**src/rtl/csa_resolver_pkg.sv**
```systemverilog
// ---------------------------------------------------------------------------
// csa_pkg
// Shared definitions for the carry-save resolver:
//   state_t   - resolver FSM states (IDLE, RUN, DONE)
//   nchunk    - number of CHUNK_SIZE slices needed to cover DATA_SIZE+1 bits
//   cnt_width - width of the chunk counter, never less than one bit
// ---------------------------------------------------------------------------
package csa_pkg;

  typedef enum logic [1:0] {
    IDLE = 2'd0,
    RUN  = 2'd1,
    DONE = 2'd2
  } state_t;

  function automatic int nchunk(input int data_size, input int chunk_size);
    return (data_size + 1 + chunk_size - 1) / chunk_size;
  endfunction

  // A single-chunk configuration still needs a 1-bit counter.
  function automatic int cnt_width(input int n);
    return (n > 1) ? $clog2(n) : 1;
  endfunction

endpackage

```
**src/rtl/csa_resolver_if.sv**
```systemverilog
// ---------------------------------------------------------------------------
// csa_resolver_if
// Operand and result handshakes of the carry-save resolver.
//   valid_i/ready_o/u_i/v_i   - operand channel (into the resolver)
//   valid_o/ready_i/sum_o     - result channel (out of the resolver)
// Modports: slave = resolver side, master = source/sink side.
// ---------------------------------------------------------------------------
interface csa_resolver_if #(
  parameter int DATA_SIZE = 8
);

  logic                 valid_i;
  logic                 ready_o;
  logic [DATA_SIZE-1:0] u_i;
  logic [DATA_SIZE:0]   v_i;
  logic                 valid_o;
  logic                 ready_i;
  logic [DATA_SIZE+1:0] sum_o;

  modport slave (
    input  valid_i, u_i, v_i, ready_i,
    output ready_o, valid_o, sum_o
  );

  modport master (
    output valid_i, u_i, v_i, ready_i,
    input  ready_o, valid_o, sum_o
  );

endinterface

```
**src/rtl/csa_resolver_cpa_chunk.sv**
```systemverilog
// ---------------------------------------------------------------------------
// fulladder
// One-bit full adder cell.
//   a, b, ci - addends and carry in
//   s, co    - sum and carry out
// ---------------------------------------------------------------------------
module fulladder (
  input  logic a,
  input  logic b,
  input  logic ci,
  output logic s,
  output logic co
);

  assign s  = a ^ b ^ ci;
  assign co = (a & b) | (a & ci) | (b & ci);

endmodule

// ---------------------------------------------------------------------------
// cpa_chunk
// Combinational WIDTH-bit ripple-carry adder built from fulladder cells.
//   a_i, b_i  - slice operands
//   carry_i   - carry into bit 0
//   sum_o     - slice sum
//   carry_o   - carry out of the top bit
// ---------------------------------------------------------------------------
module cpa_chunk #(
  parameter int WIDTH = 4
) (
  input  logic [WIDTH-1:0] a_i,
  input  logic [WIDTH-1:0] b_i,
  input  logic             carry_i,
  output logic [WIDTH-1:0] sum_o,
  output logic             carry_o
);

  logic [WIDTH:0] carry;

  assign carry[0] = carry_i;
  assign carry_o  = carry[WIDTH];

  for (genvar i = 0; i < WIDTH; i++) begin : g_bit
    fulladder u_fa (
      .a  (a_i[i]),
      .b  (b_i[i]),
      .ci (carry[i]),
      .s  (sum_o[i]),
      .co (carry[i+1])
    );
  end

endmodule

```
**src/rtl/csa_resolver.sv**
```systemverilog
// ---------------------------------------------------------------------------
// csa_resolver
// Resolves a carry-save pair (u, v) into a binary sum, CHUNK_SIZE bits per
// cycle, using one shared cpa_chunk and a carry flop between slices.
//   clk_i  - clock, rising edge
//   rst_ni - asynchronous active-low reset
//   bus    - operand/result handshakes (csa_resolver_if.slave)
// Latency is NCHUNK cycles from accept to valid_o.
// ---------------------------------------------------------------------------
module csa_resolver
  import csa_pkg::*;
#(
  parameter int DATA_SIZE  = 8,
  parameter int CHUNK_SIZE = 4
) (
  input  logic            clk_i,
  input  logic            rst_ni,
  csa_resolver_if.slave   bus
);

  localparam int NCHUNK = nchunk(DATA_SIZE, CHUNK_SIZE);
  localparam int CW     = cnt_width(NCHUNK);
  localparam int PW     = NCHUNK * CHUNK_SIZE;
  localparam int FW     = PW + 1;
  localparam logic [CW-1:0] LAST_CNT = CW'(NCHUNK - 1);

  state_t state_q, state_d;

  logic [CW-1:0]         cnt_q;
  logic                  carry_q;
  logic [PW-1:0]         u_q;
  logic [PW-1:0]         v_q;
  logic [PW-1:0]         result_q;

  logic [CHUNK_SIZE-1:0] u_slice;
  logic [CHUNK_SIZE-1:0] v_slice;
  logic [CHUNK_SIZE-1:0] chunk_sum;
  logic                  chunk_carry;

  // The carry flop sits above the result so that a layout with
  // PW == DATA_SIZE+1 still delivers the top sum bit.
  logic [FW-1:0]         full_result;

  // State register.
  always_ff @(posedge clk_i or negedge rst_ni) begin
    if (!rst_ni) begin
      state_q <= IDLE;
    end else begin
      state_q <= state_d;
    end
  end

  // Next-state decode.
  always_comb begin
    state_d = state_q;
    unique case (state_q)
      IDLE:    if (bus.valid_i)        state_d = RUN;
      RUN:     if (cnt_q == LAST_CNT)  state_d = DONE;
      DONE:    if (bus.ready_i)        state_d = IDLE;
      default:                         state_d = IDLE;
    endcase
  end

  // Counter-indexed slice select feeding the shared adder.
  always_comb begin
    u_slice = '0;
    v_slice = '0;
    for (int i = 0; i < NCHUNK; i++) begin
      if (cnt_q == CW'(i)) begin
        u_slice = u_q[i*CHUNK_SIZE +: CHUNK_SIZE];
        v_slice = v_q[i*CHUNK_SIZE +: CHUNK_SIZE];
      end
    end
  end

  cpa_chunk #(
    .WIDTH (CHUNK_SIZE)
  ) u_cpa_chunk (
    .a_i     (u_slice),
    .b_i     (v_slice),
    .carry_i (carry_q),
    .sum_o   (chunk_sum),
    .carry_o (chunk_carry)
  );

  // Operand capture, per-slice accumulation and carry/counter update.
  always_ff @(posedge clk_i or negedge rst_ni) begin
    if (!rst_ni) begin
      cnt_q    <= '0;
      carry_q  <= 1'b0;
      u_q      <= '0;
      v_q      <= '0;
      result_q <= '0;
    end else begin
      unique case (state_q)
        IDLE: begin
          if (bus.valid_i) begin
            u_q     <= PW'(bus.u_i);
            v_q     <= PW'(bus.v_i);
            carry_q <= 1'b0;
            cnt_q   <= '0;
          end
        end
        RUN: begin
          for (int i = 0; i < NCHUNK; i++) begin
            if (cnt_q == CW'(i)) begin
              result_q[i*CHUNK_SIZE +: CHUNK_SIZE] <= chunk_sum;
            end
          end
          carry_q <= chunk_carry;
          cnt_q   <= cnt_q + CW'(1);
        end
        default: ;
      endcase
    end
  end

  assign full_result = {carry_q, result_q};

  assign bus.ready_o = (state_q == IDLE);
  assign bus.valid_o = (state_q == DONE);
  assign bus.sum_o   = full_result[DATA_SIZE+1:0];

  // Padding bits above the exact sum width are always zero and dropped.
  if (FW > DATA_SIZE + 2) begin : g_pad
    logic unused_pad;
    assign unused_pad = ^full_result[FW-1:DATA_SIZE+2];
  end

endmodule

```
**src/flat_wrapper.sv**
```systemverilog
// flat-port wrapper written by rule: the top's interface ports become plain ports
module csa_resolver_flat import csa_pkg::*;
#(
  parameter int DATA_SIZE  = 8,
  parameter int CHUNK_SIZE = 4
)
  (clk_i, rst_ni, bus_valid_i, bus_u_i, bus_v_i, bus_ready_i, bus_ready_o, bus_valid_o, bus_sum_o);
  csa_resolver_if #(.DATA_SIZE(DATA_SIZE)) bus_i ();
  input  logic clk_i;
  input  logic rst_ni;
  input wire logic [$bits(bus_i.valid_i)-1:0] bus_valid_i;
  input wire logic [$bits(bus_i.u_i)-1:0] bus_u_i;
  input wire logic [$bits(bus_i.v_i)-1:0] bus_v_i;
  input wire logic [$bits(bus_i.ready_i)-1:0] bus_ready_i;
  output wire logic [$bits(bus_i.ready_o)-1:0] bus_ready_o;
  output wire logic [$bits(bus_i.valid_o)-1:0] bus_valid_o;
  output wire logic [$bits(bus_i.sum_o)-1:0] bus_sum_o;
  assign bus_i.valid_i = bus_valid_i;
  assign bus_i.u_i = bus_u_i;
  assign bus_i.v_i = bus_v_i;
  assign bus_i.ready_i = bus_ready_i;
  assign bus_ready_o = bus_i.ready_o;
  assign bus_valid_o = bus_i.valid_o;
  assign bus_sum_o = bus_i.sum_o;
  csa_resolver #(.DATA_SIZE(DATA_SIZE), .CHUNK_SIZE(CHUNK_SIZE)) u_core (.clk_i(clk_i), .rst_ni(rst_ni), .bus(bus_i));
endmodule
```
**config.mk**
```make
export PLATFORM = sky130hd
export DESIGN_NAME = csa_resolver_flat
export DESIGN_NICKNAME = d
export VERILOG_FILES = /design/src/rtl/csa_resolver_pkg.sv /design/src/rtl/csa_resolver_if.sv /design/src/rtl/csa_resolver_cpa_chunk.sv /design/src/rtl/csa_resolver.sv /design/src/flat_wrapper.sv
export SDC_FILE = /design/constraint.sdc
export NUM_CORES = 1
export LEC_CHECK = 0
export ABC_AREA = 1
export ABC_CLOCK_PERIOD_IN_PS = 3100
export BUFFER_PORTS_ARGS = -buffer_cell sky130_fd_sc_hd__buf_4
export CAP_MARGIN = 25
export CORE_MARGIN = 10
export CORE_UTILIZATION = 53
export CTS_CLUSTER_SIZE = 8
export DETAILED_ROUTE_END_ITERATION = 16
export PLACE_DENSITY = 0.79
export SKIP_LAST_GASP = 1
export SYNTH_ARGS = -nofsm -noshare
export SYNTH_HDL_FRONTEND = slang
export SYNTH_SLANG_ARGS = --single-unit
```
**constraint.sdc**
```tcl
create_clock -name clk_i -period 3.1 [get_ports clk_i]
set_clock_uncertainty 0.2 [all_clocks]
set_input_delay 0.93 -clock clk_i [delete_from_list [all_inputs] [get_ports clk_i]]
set_output_delay 0.93 -clock clk_i [all_outputs]
set_load 0.02 [all_outputs]
```
* Word level (Yosys, flattened, before mapping)
Cells that the tools add are included.
** Storage, ports and cells
- Input bits :: 21
- Register bits after elaboration :: 32
- Logic and storage cells :: 67
- Output and inout port bits :: 12
** Cells by class
- $add $sub $neg :: 1
- Eq/ne operators :: 7
- Reduce and logical (&&, ||, !) cells :: 9
- Mux-type cells :: 14
- Bitwise operators :: 28
** Operators by type and width (count)
- $mux W4 :: 6
- $and A1 B1 Y1 :: 12
- $reduce_and A2 Y1 :: 5
- $mux W2 :: 4
- $or A1 B1 Y1 :: 8
- $xor A1 B1 Y1 :: 8
- $pmux W2 S3 :: 1
- $eq A2 B1 Y1 const B :: 2
- $eq A2 B2 Y1 const B :: 2
- $logic_not A2 Y1 :: 2
- $ne A2 B2 Y1 const B :: 2
- $pmux W2 S2 :: 1
- $reduce_and A3 Y1 :: 1
- $add A2 B1 Y2 const B :: 1
- $ne A2 B1 Y1 const B :: 1
- $pmux W1 S2 :: 1
- $reduce_bool A2 Y1 :: 1
- $mux W1 :: 1

* Depth between registers and ports, before layout
- Depth in word-level cells :: 17
- Depth in mapped cells :: 13
- Gate-level depth less buffers :: 13

* Hierarchy
From an unflattened synthesis, not the netlist that was laid out.
** Unflattened totals
- Cell total of the unflattened synthesis :: 183
- Area, all modules :: 1560.2 µm²
** Modules (own cells, without submodules)
- csa_resolver :: cells each 179, area each 1480.2 µm², sequential area each 800.8 µm², instances 1
- fulladder :: cells each 1, area each 20.0 µm², sequential area each 0.0 µm², instances 4

* Worst setup path after synthesis
No wires, ideal clock.
- Path type :: register to register
- From :: register u_core.cnt_q[0]
- To :: register u_core.result_q[3]
- Data arrival time :: 2542 ps
- Buffers on the path :: 1
- Clock period less this slack :: 2860 ps
- Path slack :: 240 ps
- Required time :: 2782 ps
- Library setup time :: 118 ps
- Cell stages (with the launch flop) :: 14
- Cell sequence :: dfrtp_1 -> inv_1 -> ha_1 -> buf_4 -> nand3_1 -> nand2_1 -> nand2_1 -> fa_1 -> fa_1 -> inv_1 -> fa_1 -> fa_1 -> nand3_1 -> nand2_1
** Between the ends
- Longest elaborated chain between the ends :: 14
- Elaborated cells on any way between the ends :: 27
- Classes of those cells :: eq/ne (2); mux (6); bitwise (17); reduce/logical (2)
** Ends and longest elaborated chain
- start: declaration :: RTL line csa_resolver.sv:29 : logic [CW-1:0] cnt_q;
- start signal: assignment :: RTL line csa_resolver.sv:111 : cnt_q <= cnt_q + CW'(1);
- $logic_not A2 Y1 :: RTL line csa_resolver.sv:69 : if (cnt_q == CW'(i)) begin
- $mux W4 (3 in a row) :: RTL line csa_resolver.sv:69
- $and A1 B1 Y1 :: RTL line csa_resolver_cpa_chunk.sv:16 : assign co = (a & b) | (a & ci) | (b & ci);
- $or A1 B1 Y1 (2 in a row) :: RTL line csa_resolver_cpa_chunk.sv:16
- $and A1 B1 Y1 :: RTL line csa_resolver_cpa_chunk.sv:16
- $or A1 B1 Y1 (2 in a row) :: RTL line csa_resolver_cpa_chunk.sv:16
- $and A1 B1 Y1 :: RTL line csa_resolver_cpa_chunk.sv:16
- $or A1 B1 Y1 (2 in a row) :: RTL line csa_resolver_cpa_chunk.sv:16
- $xor A1 B1 Y1 (*) :: RTL line csa_resolver_cpa_chunk.sv:15 : assign s = a ^ b ^ ci;
- named net u_core.u_cpa_chunk.g_bit[3].u_fa.s :: RTL line csa_resolver_cpa_chunk.sv:11 : output logic s,
- end signal: indexed assignment :: RTL line csa_resolver.sv:107 : result_q[i*CHUNK_SIZE +: CHUNK_SIZE] <= chunk_sum;
- end: declaration :: RTL line csa_resolver.sv:33 : logic [PW-1:0] result_q;
Mark *: on every way through the listed nets, which the timed path passes. The rest lies on a longest branch.
A chain may end at the register's enable or synchronous reset.

* Worst setup path after layout
- From :: register u_core.cnt_q[0]
- To :: register u_core.result_q[7]
Same word-level chain as after synthesis.

==> run_results.csv <==
group,metric,value,unit
sta,slew_headroom,74.1,%
critical_path,slowest_stage,"dfrtp_1",
floorplanning,die-area,5600,um^2
global_route,antenna_found_initial,0,
logic_synthesis,syn_area_per_cell,8.47,um^2
detailed_routing,drc_errors,0,
placed_design,io_buffers,32,
placed_design,preCtsSetupSlack,0.0908,ns
power,p_per_area,1070,nW/um^2
global_route,grt_overflow_total,0,
detailed_routing,drt-pass1-iter-count,4,
detailed_routing,finalWirelength,3.69,mm
clock_network,path_clk_slew,0.10,ns
logic_synthesis,synthMuxAreaShare,0,%
status,status,"finished clean",
logic_synthesis,synth_top_family_by_area,"simple AND/OR/NAND/NOR gates",
critical_path,worst-path-max-fanout,6,
critical_path,start_kind,"register",
critical_path,endpoint,"u_core.result_q[7]",
final_layout,instances_no_fill,257,
global_route,grt_max_degree,33,
floorplanning,ios,33,
placed_design,gp_congestion,0.832,
logic_synthesis,synth_cell_type_count,14,
logic_synthesis,yosysWarnings,0,
critical_path,worst_path_largest_cell_delay,0.44,ns
detailed_routing,drt-initial-drc-count,64,
final_layout,layout.nets,253,
sta,fin_crit,2.91,ns
critical_path,worst_r2r_startpoint,"u_core.cnt_q[0]",
critical_path,path_class,"reg2reg",
critical_path,crit_buf_inv,3,
critical_path,crit_start,"u_core.cnt_q[0]",
min_path,hold_path_class,"reg2reg",
logic_synthesis,synth_nets,216,
logic_synthesis,synthSimpleGateAreaFrac,33.6,%
detailed_routing,post_drt_wl_per_cell,14.4,um
final_layout,drive_gt1_share,24.3,%
detailed_routing,drtAntennaViolNets,0,
clock_network,cts_buffers,5,
power,vdd_drop_max,0.000665,V
min_path,hold-path-cell-count,2,
detailed_routing,vias,1335,
final_layout,n_antenna_cell,0,
global_route,track_usage,14.9,%
critical_path,worstPathCellList,"inv_2 -> ha_4 -> inv_1 -> or2_2 -> nand2_1 -> fa_1 -> fa_1 -> inv_1 -> fa_1 -> fa_1 -> nand3_1 -> nand2_1",
final_layout,final_common_cell,"nand2_1",
sta,worst_pin_slew,0.389,ns
power,leakage,0.00107,uW
floorplanning,rows,19,
logic_synthesis,synthXorXnorAreaFrac,0,%
sta,fmax,0.344,GHz
sta,whs,0.284,ns
clock_network,cts.sinks,32,
critical_path,crit_top_cell,"fa_1",
critical_path,r2r_slack,0.19,ns
clock_network,clockBufferDepth,2,
floorplanning,start_util,56.7,%
clock_network,holdBufCountCts,0,
global_route,grt_pass1_wl,6.35,mm
sta,slew_viol_final,0,
global_route,grt_pass1_vias,1367,
placed_design,dp.cells,248,
sta,fin_crit_sh,93.8,%
logic_synthesis,synthAdderAreaFrac,7.39,%
final_layout,syn2layout_area_growth,22.6,%
sta,hold_viol,0,
clock_network,clock_latency,0.33,ns
floorplanning,fp.dieH,74.8,um
critical_path,cp.arrival,2.94,ns
critical_path,end_kind,"register",
floorplanning,core_area,2810,um^2
critical_path,r2r_cells,12,
power,p_total,2100,uW
critical_path,r2r_end,"u_core.result_q[7]",
job,maxCapViolations,0,
sta,layout_setup_ws,0.193,ns
final_layout,mostFrequentLayoutCells,"nand2_1, nand3_1, buf_4, dfrtp_1, inv_1",
final_layout,finalCoreUtilization,69.6,%
logic_synthesis,syn-cell-area,1590,um^2
floorplanning,dieWidth,74.8,um
critical_path,worstPathRequired,3.14,ns
logic_synthesis,synth-compound-area-share,2.20,%
detailed_routing,vias_per_cell,5.19,
logic_synthesis,synth-seq-cells,32,
clock_network,htreeDepth,2,
logic_synthesis,ys_seq_area_share,50.3,%
clock_network,cts_root_buf,"clkbuf_4",
clock_network,cts_tree,"built",
logic_synthesis,syn-instance-count,188,
critical_path,crit_family,"adder cells",
sta,finalSetupViolCount,0,
placed_design,place_hpwl,2.82,mm
critical_path,crit_cells,12,
stage by stage:
step	instance area (um^2)	setup TNS, ns
detailed placement	1850	0
finish	1950	0
global route	1950	-0.000954
CTS	1910	0
floorplan	1590	0
global placement	1850	0
sequential cells by signal, summed over array words and instances, names as in the netlist:
name             count
u_core.result_q     10
u_core.v_q           9
u_core.u_q           8
u_core.cnt_q         2
u_core.state_q       2
u_core.carry_q       1
worst reg2reg max path: stages (launching register included):
cell and delay [ns]:
dfrtp_1 0.44, inv_2 0.10, ha_4 0.19, inv_1 0.12, or2_2 0.13, nand2_1 0.06
fa_1 0.38, fa_1 0.36, inv_1 0.07, fa_1 0.18, fa_1 0.44, nand3_1 0.10
nand2_1 0.05
logic make-up (layout without fill, tap and decap cells):
family | Yosys count | count (layout)
simple gates | 123 | 123
compound gates | 7 | 7
flops | 32 | 32
buf+inv | 19 | 57
fa+ha+maj | 7 | 7
cell type report:
class | instances | area [um^2]
inverter | 11 | 41.3
fill | 233 | 853
sequential | 32 | 801
tap | 31 | 38.8
clock buffer | 6 | 51.3
multi-input combinational | 137 | 724
timing repair buffer | 38 | 285
clock inverter | 2 | 10.0
cells in the mapped netlist (all sizes together):
cell | count | area share [%]
inv | 11 | 2.6
a21oi | 5 | 1.6
or2 | 1 | 0.39
nand3 | 38 | 12
nand2 | 82 | 20
buf | 8 | 3.9
fa | 4 | 5.0
o21ai | 2 | 0.63
ha | 3 | 2.4
nor2 | 2 | 1.4
dfrtp | 32 | 50
what timing repair did:
action                                  CTS  global route
buffers inserted                          0             1
endpoints found under the setup margin    0             2
gates resized for setup                   0             8
per-layer routing:
metal / vias up / wire (um) / track usage, %
met3: 7 / 166 / 3.81
met4: 0 / 55 / 6.93
met5: - / 0 / 0
met2: 34 / 1790 / 24.5
met1: 626 / 1680 / 17.9
li1: 668 / - / -
report_power, final:
group	total (uW)	switching, uW	internal, uW
Sequential	743	138	605
Clock	248	141	108
Combinational	1110	678	428
Total	2100	956	1140
worst min-delay path by stage:
stage	start	end	slack [ns]
after global routing	u_core.u_q[3]	u_core.u_q[3]	0.30
after floorplan	u_core.v_q[8]	u_core.v_q[8]	0.23
after CTS	u_core.u_q[3]	u_core.u_q[3]	0.28
final	u_core.u_q[3]	u_core.u_q[3]	0.28
after detailed placement	u_core.u_q[3]	u_core.u_q[3]	0.26
after global placement	u_core.u_q[2]	u_core.u_q[2]	0.26
Note: power is estimated with default switching activity, not from simulation.
